File: config.mk
export PLATFORM = sky130hd
export DESIGN_NAME = twos_comp_serial_mc_flat
export DESIGN_NICKNAME = d
export VERILOG_FILES = /design/src/rtl/twos_comp_pkg.sv /design/src/rtl/twos_comp_serial_mc_if.sv /design/src/rtl/twos_comp_lane.sv /design/src/rtl/twos_comp_serial_mc.sv /design/src/flat_wrapper.sv
export SDC_FILE = /design/constraint.sdc
export NUM_CORES = 1
export LEC_CHECK = 0
export ABC_CLOCK_PERIOD_IN_PS = 1500
export CORE_ASPECT_RATIO = 0.8
export CORE_MARGIN = 3
export CORE_UTILIZATION = 44
export CTS_CLUSTER_DIAMETER = 150
export DETAILED_ROUTE_END_ITERATION = 7
export PLACE_DENSITY = 0.73
export SETUP_SLACK_MARGIN = 0.5
export SKIP_CTS_REPAIR_TIMING = 1
export SYNTH_ARGS = -nofsm -noshare
export SYNTH_HDL_FRONTEND = slang
export SYNTH_SLANG_ARGS = --single-unit
File: constraint.sdc
create_clock -name clk -period 1.5 [get_ports clk]
set_clock_uncertainty 0.2 [all_clocks]
set_input_delay 0.15 -clock clk [delete_from_list [all_inputs] [get_ports clk]]
set_output_delay 0.15 -clock clk [all_outputs]
set_load 0.03 [all_outputs]
File: src/rtl/twos_comp_pkg.sv
// Shared definitions for the multi-lane serial two's-complement negator:
// lane state encoding and default geometry.
package twos_comp_pkg;

   localparam int unsigned DefaultWidth    = 8;
   localparam int unsigned DefaultChannels = 4;

   typedef enum logic {
      StSeek   = 1'b0,
      StInvert = 1'b1
   } lane_state_e;

endpackage

File: src/rtl/twos_comp_serial_mc_if.sv
// Beat-level bus of the serial negator: input stream with per-lane negate
// enables, registered output stream with per-lane overflow and framing error.
interface twos_comp_serial_mc_if
   import twos_comp_pkg::*;
#(
   parameter int unsigned CHANNELS = DefaultChannels
);

   logic                in_valid;
   logic                in_sof;
   logic [CHANNELS-1:0] in_bit;
   logic [CHANNELS-1:0] neg_en;
   logic                out_valid;
   logic                out_sof;
   logic                out_eof;
   logic [CHANNELS-1:0] out_bit;
   logic [CHANNELS-1:0] ovf;
   logic                frame_err;

   modport master (
      output in_valid, in_sof, in_bit, neg_en,
      input  out_valid, out_sof, out_eof, out_bit, ovf, frame_err
   );

   modport slave (
      input  in_valid, in_sof, in_bit, neg_en,
      output out_valid, out_sof, out_eof, out_bit, ovf, frame_err
   );

endinterface

File: src/rtl/twos_comp_lane.sv
// One serial lane: copy bits up to and including the first 1, then invert the
// rest (two's-complement negation, LSB first). Outputs are registered.
module twos_comp_lane
   import twos_comp_pkg::*;
(
   input  logic clk_i,
   input  logic rst_ni,
   input  logic beat_i,    // accepted beat
   input  logic sof_i,     // accepted SOF beat
   input  logic eof_i,     // accepted last beat of the word
   input  logic neg_en_i,
   input  logic bit_i,
   output logic out_bit_o,
   output logic ovf_o
);

   lane_state_e state_q, state_d, cur_state;
   logic        neg_q, neg_d, neg;
   logic        out_bit_q, out_bit_d;
   logic        ovf_q, ovf_d;

   always_ff @(posedge clk_i or negedge rst_ni) begin
      if (!rst_ni) begin
         state_q   <= StSeek;
         neg_q     <= 1'b0;
         out_bit_q <= 1'b0;
         ovf_q     <= 1'b0;
      end else begin
         state_q   <= state_d;
         neg_q     <= neg_d;
         out_bit_q <= out_bit_d;
         ovf_q     <= ovf_d;
      end
   end

   always_comb begin
      // An SOF beat is evaluated as SEEK with the freshly sampled enable.
      cur_state = sof_i ? StSeek : state_q;
      neg       = sof_i ? neg_en_i : neg_q;
      state_d   = state_q;
      neg_d     = neg_q;
      out_bit_d = out_bit_q;
      ovf_d     = 1'b0;
      if (beat_i) begin
         neg_d = neg;
         unique case (cur_state)
            StSeek: begin
               out_bit_d = bit_i;
               state_d   = (bit_i && neg) ? StInvert : StSeek;
               // Still seeking at the MSB with a 1: input was the most negative value.
               ovf_d     = eof_i && neg && bit_i;
            end
            StInvert: begin
               out_bit_d = ~bit_i;
               state_d   = StInvert;
            end
         endcase
      end
   end

   assign out_bit_o = out_bit_q;
   assign ovf_o     = ovf_q;

endmodule

File: src/rtl/twos_comp_serial_mc.sv
// Multi-lane serial two's-complement negator: shared word framing and
// frame-error detection, one twos_comp_lane per channel.
module twos_comp_serial_mc
   import twos_comp_pkg::*;
#(
   parameter int unsigned WIDTH    = DefaultWidth,
   parameter int unsigned CHANNELS = DefaultChannels
) (
   input  logic                  clk,
   input  logic                  rst,
   twos_comp_serial_mc_if.slave  bus
);

   localparam int unsigned CntW = (WIDTH > 1) ? $clog2(WIDTH) : 1;

   // cnt_q holds the bit index the next accepted beat will occupy.
   logic [CntW-1:0] cnt_q, cnt_d;
   logic            in_frame_q, in_frame_d;
   logic            out_valid_q, out_valid_d;
   logic            out_sof_q, out_sof_d;
   logic            out_eof_q, out_eof_d;
   logic            frame_err_q, frame_err_d;
   logic            accept, sof_beat, eof_beat;
   logic [CHANNELS-1:0] lane_bit, lane_ovf;

   always_ff @(posedge clk or negedge rst) begin
      if (!rst) begin
         cnt_q       <= '0;
         in_frame_q  <= 1'b0;
         out_valid_q <= 1'b0;
         out_sof_q   <= 1'b0;
         out_eof_q   <= 1'b0;
         frame_err_q <= 1'b0;
      end else begin
         cnt_q       <= cnt_d;
         in_frame_q  <= in_frame_d;
         out_valid_q <= out_valid_d;
         out_sof_q   <= out_sof_d;
         out_eof_q   <= out_eof_d;
         frame_err_q <= frame_err_d;
      end
   end

   always_comb begin
      // Non-SOF beats outside a frame are dropped entirely.
      accept      = bus.in_valid && (bus.in_sof || in_frame_q);
      sof_beat    = accept && bus.in_sof;
      eof_beat    = accept && !bus.in_sof && (cnt_q == CntW'(WIDTH - 1));
      cnt_d       = cnt_q;
      in_frame_d  = in_frame_q;
      if (sof_beat) begin
         cnt_d      = CntW'(1);
         in_frame_d = 1'b1;
      end else if (eof_beat) begin
         cnt_d      = '0;
         in_frame_d = 1'b0;
      end else if (accept) begin
         cnt_d = cnt_q + CntW'(1);
      end
      frame_err_d = sof_beat && in_frame_q && (cnt_q != '0);
      out_valid_d = accept;
      out_sof_d   = sof_beat;
      out_eof_d   = eof_beat;
   end

   for (genvar i = 0; i < CHANNELS; i++) begin : g_lane
      twos_comp_lane u_lane (
         .clk_i     (clk),
         .rst_ni    (rst),
         .beat_i    (accept),
         .sof_i     (sof_beat),
         .eof_i     (eof_beat),
         .neg_en_i  (bus.neg_en[i]),
         .bit_i     (bus.in_bit[i]),
         .out_bit_o (lane_bit[i]),
         .ovf_o     (lane_ovf[i])
      );
   end

   assign bus.out_valid = out_valid_q;
   assign bus.out_sof   = out_sof_q;
   assign bus.out_eof   = out_eof_q;
   assign bus.frame_err = frame_err_q;
   assign bus.out_bit   = lane_bit;
   assign bus.ovf       = lane_ovf;

endmodule

File: src/flat_wrapper.sv
// flat-port wrapper written by rule: the top's interface ports become plain ports
module twos_comp_serial_mc_flat import twos_comp_pkg::*;
#(
   parameter int unsigned WIDTH    = DefaultWidth,
   parameter int unsigned CHANNELS = DefaultChannels
)
  (clk, rst, bus_in_valid, bus_in_sof, bus_in_bit, bus_neg_en, bus_out_valid, bus_out_sof, bus_out_eof, bus_out_bit, bus_ovf, bus_frame_err);
  twos_comp_serial_mc_if #(.CHANNELS(CHANNELS)) bus_i ();
  input  logic clk;
  input  logic rst;
  input wire logic [$bits(bus_i.in_valid)-1:0] bus_in_valid;
  input wire logic [$bits(bus_i.in_sof)-1:0] bus_in_sof;
  input wire logic [$bits(bus_i.in_bit)-1:0] bus_in_bit;
  input wire logic [$bits(bus_i.neg_en)-1:0] bus_neg_en;
  output wire logic [$bits(bus_i.out_valid)-1:0] bus_out_valid;
  output wire logic [$bits(bus_i.out_sof)-1:0] bus_out_sof;
  output wire logic [$bits(bus_i.out_eof)-1:0] bus_out_eof;
  output wire logic [$bits(bus_i.out_bit)-1:0] bus_out_bit;
  output wire logic [$bits(bus_i.ovf)-1:0] bus_ovf;
  output wire logic [$bits(bus_i.frame_err)-1:0] bus_frame_err;
  assign bus_i.in_valid = bus_in_valid;
  assign bus_i.in_sof = bus_in_sof;
  assign bus_i.in_bit = bus_in_bit;
  assign bus_i.neg_en = bus_neg_en;
  assign bus_out_valid = bus_i.out_valid;
  assign bus_out_sof = bus_i.out_sof;
  assign bus_out_eof = bus_i.out_eof;
  assign bus_out_bit = bus_i.out_bit;
  assign bus_ovf = bus_i.ovf;
  assign bus_frame_err = bus_i.frame_err;
  twos_comp_serial_mc #(.WIDTH(WIDTH), .CHANNELS(CHANNELS)) u_core (.clk(clk), .rst(rst), .bus(bus_i));
endmodule
* Word level (Yosys, flattened, before mapping)
Index checks and enable logic that the tools add are counted.
** Word-level totals
- Bits in registers :: 24
- Bits in latches :: 0
- RAM bits :: 0
- Memory bits (read-only) :: 0
- Bits of input ports :: 12
- Output and inout bits :: 12
- Logic and storage cells :: 88
- Memories kept :: 0
** Operators by class
- Add/sub/neg operators :: 1
- Multiply operators :: 0
- Div/mod/pow operators :: 0
- $lt $le $gt $ge :: 0
- Equal/unequal tests :: 1
- Shift-type cells :: 0
- Multiplexer cells :: 33
- Bitwise logic cells :: 8
- Reduce and logical (&&, ||, !) cells :: 23
** Operators by type and width (number)
- $mux W1 :: 22
- $logic_and A1 B1 Y1 :: 18
- $pmux W1 S2 :: 8
- $mux W3 :: 3
- $not A1 Y1 :: 8
- $reduce_bool A3 Y1 :: 2
- $add A3 B1 Y3 const B :: 1
- $eq A3 B3 Y1 const B :: 1
- $reduce_bool A2 Y1 :: 1
- $logic_not A1 Y1 :: 1
- $logic_or A1 B1 Y1 :: 1

* Logic depth before layout (Yosys ltp)
- Depth in word-level cells :: 8
- Mapped depth :: 5
- Mapped depth without buffers :: 5

* Hierarchy
From an unflattened synthesis, not the netlist that was laid out.
** Second synthesis, totals
- Cell total of the unflattened synthesis :: 101
- Area total of the unflattened synthesis :: 1159.9 um^2
** Modules (own cells, without submodules)
- twos_comp_lane :: instances 4, cells each 18, area an instance 200.2 um^2, sequential area each 100.1 um^2
- twos_comp_serial_mc :: instances 1, cells each 29, area an instance 359.1 um^2, sequential area each 200.2 um^2

* Worst setup path before layout
OpenSTA, ideal clock, no wires.
- Path type :: register -> register
- Start :: register u_core.cnt_q[0]
- End :: register u_core.g_lane[0].u_lane.ovf_q
- Setup time :: 121 ps
- Arrival :: 1099 ps
- Required time :: 1179 ps
- Path slack :: 80 ps
- Cell stages (with the launch flop) :: 6
- Buffers on the path :: 0
- Clock period less this slack :: 1420 ps
- Path through :: dfrtp_1 -> ha_1 -> ha_1 -> nand4b_1 -> inv_1 -> and4b_1
** Between the ends
- Longest elaborated chain between the ends :: 6
** RTL lines
- start: declaration :: RTL line twos_comp_serial_mc.sv:17 : logic [CntW-1:0] cnt_q, cnt_d;
- start signal: assignment :: RTL line twos_comp_serial_mc.sv:35 : cnt_q <= cnt_d;
- $eq A3 B3 Y1 :: RTL line twos_comp_serial_mc.sv:48 : eof_beat = accept && !bus.in_sof && (cnt_q == CntW'(WIDTH - 1));
- $logic_and A1 B1 Y1 :: RTL line twos_comp_serial_mc.sv:48
- named net u_core.eof_beat :: RTL line twos_comp_serial_mc.sv:23 : logic accept, sof_beat, eof_beat;
- $logic_and A1 B1 Y1 (2 in series) :: RTL line twos_comp_lane.sv:51 : ovf_d = eof_i && neg && bit_i;
- $mux W1 :: RTL line twos_comp_lane.sv:46 : unique case (cur_state)
- $mux W1 :: RTL line twos_comp_lane.sv:44 : if (beat_i) begin
- named net u_core.g_lane[0].u_lane.ovf_d :: RTL line twos_comp_lane.sv:20 : logic ovf_q, ovf_d;
- end signal: assignment :: RTL line twos_comp_lane.sv:32 : ovf_q <= ovf_d;
- end: declaration :: RTL line twos_comp_lane.sv:20
The timed path passes the listed nets, and every way through them passes these cells.
A chain may end at the register's enable or synchronous reset.

* Final worst setup path
- Start :: register u_core.in_frame_q
- End :: register u_core.cnt_q[0]
** Between the ends
- Longest elaborated chain between the ends :: 6
- Elaborated cells on any way between the ends :: 8
- Classes of those cells :: 2 x mux; 6 x reduce/logical
** RTL lines
- start: declaration :: RTL line twos_comp_serial_mc.sv:18 : logic in_frame_q, in_frame_d;
- start signal: assignment :: RTL line twos_comp_serial_mc.sv:36 : in_frame_q <= in_frame_d;
- $logic_or A1 B1 Y1 (*) :: RTL line twos_comp_serial_mc.sv:46 : accept = bus.in_valid && (bus.in_sof || in_frame_q);
- $logic_and A1 B1 Y1 (*) :: RTL line twos_comp_serial_mc.sv:46
- $logic_and A1 B1 Y1 (2 in series) :: RTL line twos_comp_serial_mc.sv:48
- $mux W3 :: RTL line twos_comp_serial_mc.sv:54 : end else if (eof_beat) begin
- $mux W3 :: RTL line twos_comp_serial_mc.sv:51 : if (sof_beat) begin
Mark *: on every way between the ends. The rest lies on a longest branch, timed or not.

==> impl_metrics.toml <==
[run_status]
outcome = "finished, violations left"
violations = "negative hold slack, negative setup slack"

[routing]
wirelength_mm = 2.626
drt_iter0_drc = 20
remaining_drc_errors = 0
wl_per_cell_um = 15.18
drtAntennaViolNets = 0
first_pass_iters = 4
vias = 891
viasPerCell = 5.150

[clock_tree]
cts_max_path_buffers = 2
cts_sinks = 24
cts_tree = "built"
clk_pin_slew_ps = 140
insertion_delay_ps = 330
cts-root-buf = "clkbuf_4"
numCtsBuffers = 3
htree_num_levels = 1

[sta]
grt_setup_unrepaired = "yes"
fin_tns_setup_ps = -22.96
worst_slew_pin_slew_ps = 308.6
finalCritPeriodShare = 1.014
fmax_mhz = 657.4
setup_viol = 2
finalHoldViolCount = 24
setup_ws_ps = -21.22
slew_viol_final = 0
timing.slew.headroom = 0.7935
timing.hold.ws_ps = -36.75
final.min_clock_period_ps = 1521

[global_routing]
first_global_vias = 854
grt_first_pass_wirelength_mm = 3.836
antenna_found_initial = 0
overflow = 0
track_usage = 0.1703
grt_max_degree = 25

[logic_synthesis]
ys_seq_elements = 24
synth_ff_type = "dfrtp_1"
synthesis.area_mm2 = 0.001104
netlist_instances = 95
synthDistinctLibCells = 21
synthTopCellsByArea = "dfrtp_1, buf_4, mux2_4"
synthTopCellsByCount = "dfrtp_1, buf_4, nand2_1, o21ai_1"
synth_top_area_cell = "dfrtp_1"
synth_area_per_cell_um2 = 11.62
synthArstFlopShare = 1.000
synth_fp_nets = 110
netlist.area_leader.share = 0.5442
yosysWarningCount = 0
synth_seq_area_share = 0.5442
synth_edf_count = 0
yosysMostFrequentCell = "dfrtp_1"

[place]
dp_hpwl_mm = 1.652
dp.cells = 155
port_buffers = 23
routabilityCongestion = 0.7588

[floorplan]
start_util = 0.4860
coreArea_mm2 = 0.002271
die_area_mm2 = 0.003149
die_w_um = 61.99
rows = 15
die_y_um = 50.80
pin_count = 24

[pwr]
power_mw = 1.776
cell_internal_pwr_mw = 1.270
switching_power_mw = 0.5061
swShare = 0.2850
p_comb_frac = 0.285
clkPwrFrac = 0.268
power-per-cell-area_mw_per_mm2 = 1087
p_seq_frac = 0.447
irDropWorstVdd_mv = 0.9713
p_leak_nw = 0.7876

[cells_and_area]
final_nets = 155
antenna_cells = 0
stdcell_count = 173
finish.utilization = 0.7196
drive_gt1_frac = 0.4173
area_growth_syn_to_layout_pct = 48.07

[worst_setup_path]
cp-start-kind = "flop"
crit_fanout = 6
cp-end-kind = "flop"
cp.arrival_ps = 1540
crit_type = "flop to flop"
crit_required_ps = 1520

[flow_run]
cap_violations = 0

[hold_path]
min_path_type = "input port to asynchronous set/reset pin"
worst max-delay path: stages, from the launching register on:
cell and delay, ps:
dfrtp_1 440, o21ai_4 310, clkinvlp_4 240, o21ai_1 140
o21ai_1 90
stage by stage:
stage	setup slack, ps	hold WS [ps]	area [µm²]
final	-21.22	-36.75	1634
after CTS	-236.6	-29.19	1471
after detailed placement	-410.7	279.3	1419
after global placement	-303.2	275.6	1419
after floorplan	145.7	-345.6	1125
after global routing	-117.6	-11.64	1634
area by class of cell:
class                      count  area [µm²]
timing repair buffer          49       456.7
tap                           34       42.54
fill                         161       636.9
sequential                    24       600.6
clock inverter                 1       30.03
clock buffer                   3       22.52
multi-input combinational     55       441.7
timing repair inverter         1       7.507
inverter                       6       32.53
path summary, 6_finish.rpt:
kind                                                        start                                 to  slack, ps  cells past startpoint
worst max-delay path                            u_core.in_frame_q                    u_core.cnt_q[0]        -20                      4
worst min-delay path                                          rst      u_core.g_lane[0].u_lane.ovf_o        -40                      2
worst max register to register                  u_core.in_frame_q                    u_core.cnt_q[0]        -20                      4
worst min register to register  u_core.g_lane[2].u_lane.out_bit_o  u_core.g_lane[2].u_lane.out_bit_o        330                      2
max in group asynchronous                                     rst  u_core.g_lane[3].u_lane.out_bit_o        900                      2
min in group clk                                     bus_in_valid               u_core.bus.frame_err         80                      4
logic make-up after synthesis:
logic type / synth area share
buffers and inverters: 0.09070
xor gates and xnor gates: 0.03174
adders and majority gates: 0.03402
and+or+nand+nor: 0.1009
muxes: 0.05442
AOI/OAI and AO/OA: 0.1440
DFF: 0.5442
per-layer routing:
layer,up-vias,share of wire,global-route usage
met2,28,0.50,0.2759
li1,413,-,-
met3,9,0.063,0.06170
met1,441,0.41,0.2003
met5,-,0,0
met4,0,0.024,0.06714
layout by cell type (no fill, tap or decap), types with 2 or more instances in the layout:
master           count
dlymetal6s2s_1       2
mux2_4               4
and4b_1              4
clkbuf_4             3
clkdlybuf4s50_1      9
dfrtp_1             24
nand2_1              7
xnor2_1              4
buf_4               23
a21boi_1             4
nor2_1               3
buf_6               15
a31oi_1              4
nand3_2              2
a32oi_1              4
inv_1                3
o21ai_1             10
power groups by stage:
stage	clock [mW]	combinational, mW	sequential (mW)
global placement	0	0.401	0.796
floorplan	0	0.269	0.797
detailed placement	0	0.413	0.799
CTS	0.483	0.418	0.788
global route	0.507	0.551	0.803
finish	0.476	0.507	0.794
flip-flops by register name, indices dropped and copies added (netlist names):
name,flops
u_core.bus.out_sof,1
u_core.bus.out_valid,1
u_core.bus.out_eof,1
u_core.in_frame_q,1
u_core.g_lane.u_lane.state_q,4
u_core.bus.frame_err,1
u_core.g_lane.u_lane.ovf_o,4
u_core.g_lane.u_lane.neg_q,4
u_core.g_lane.u_lane.out_bit_o,4
u_core.cnt_q,3
No activity file was read; power rests on OpenSTA's default activity.
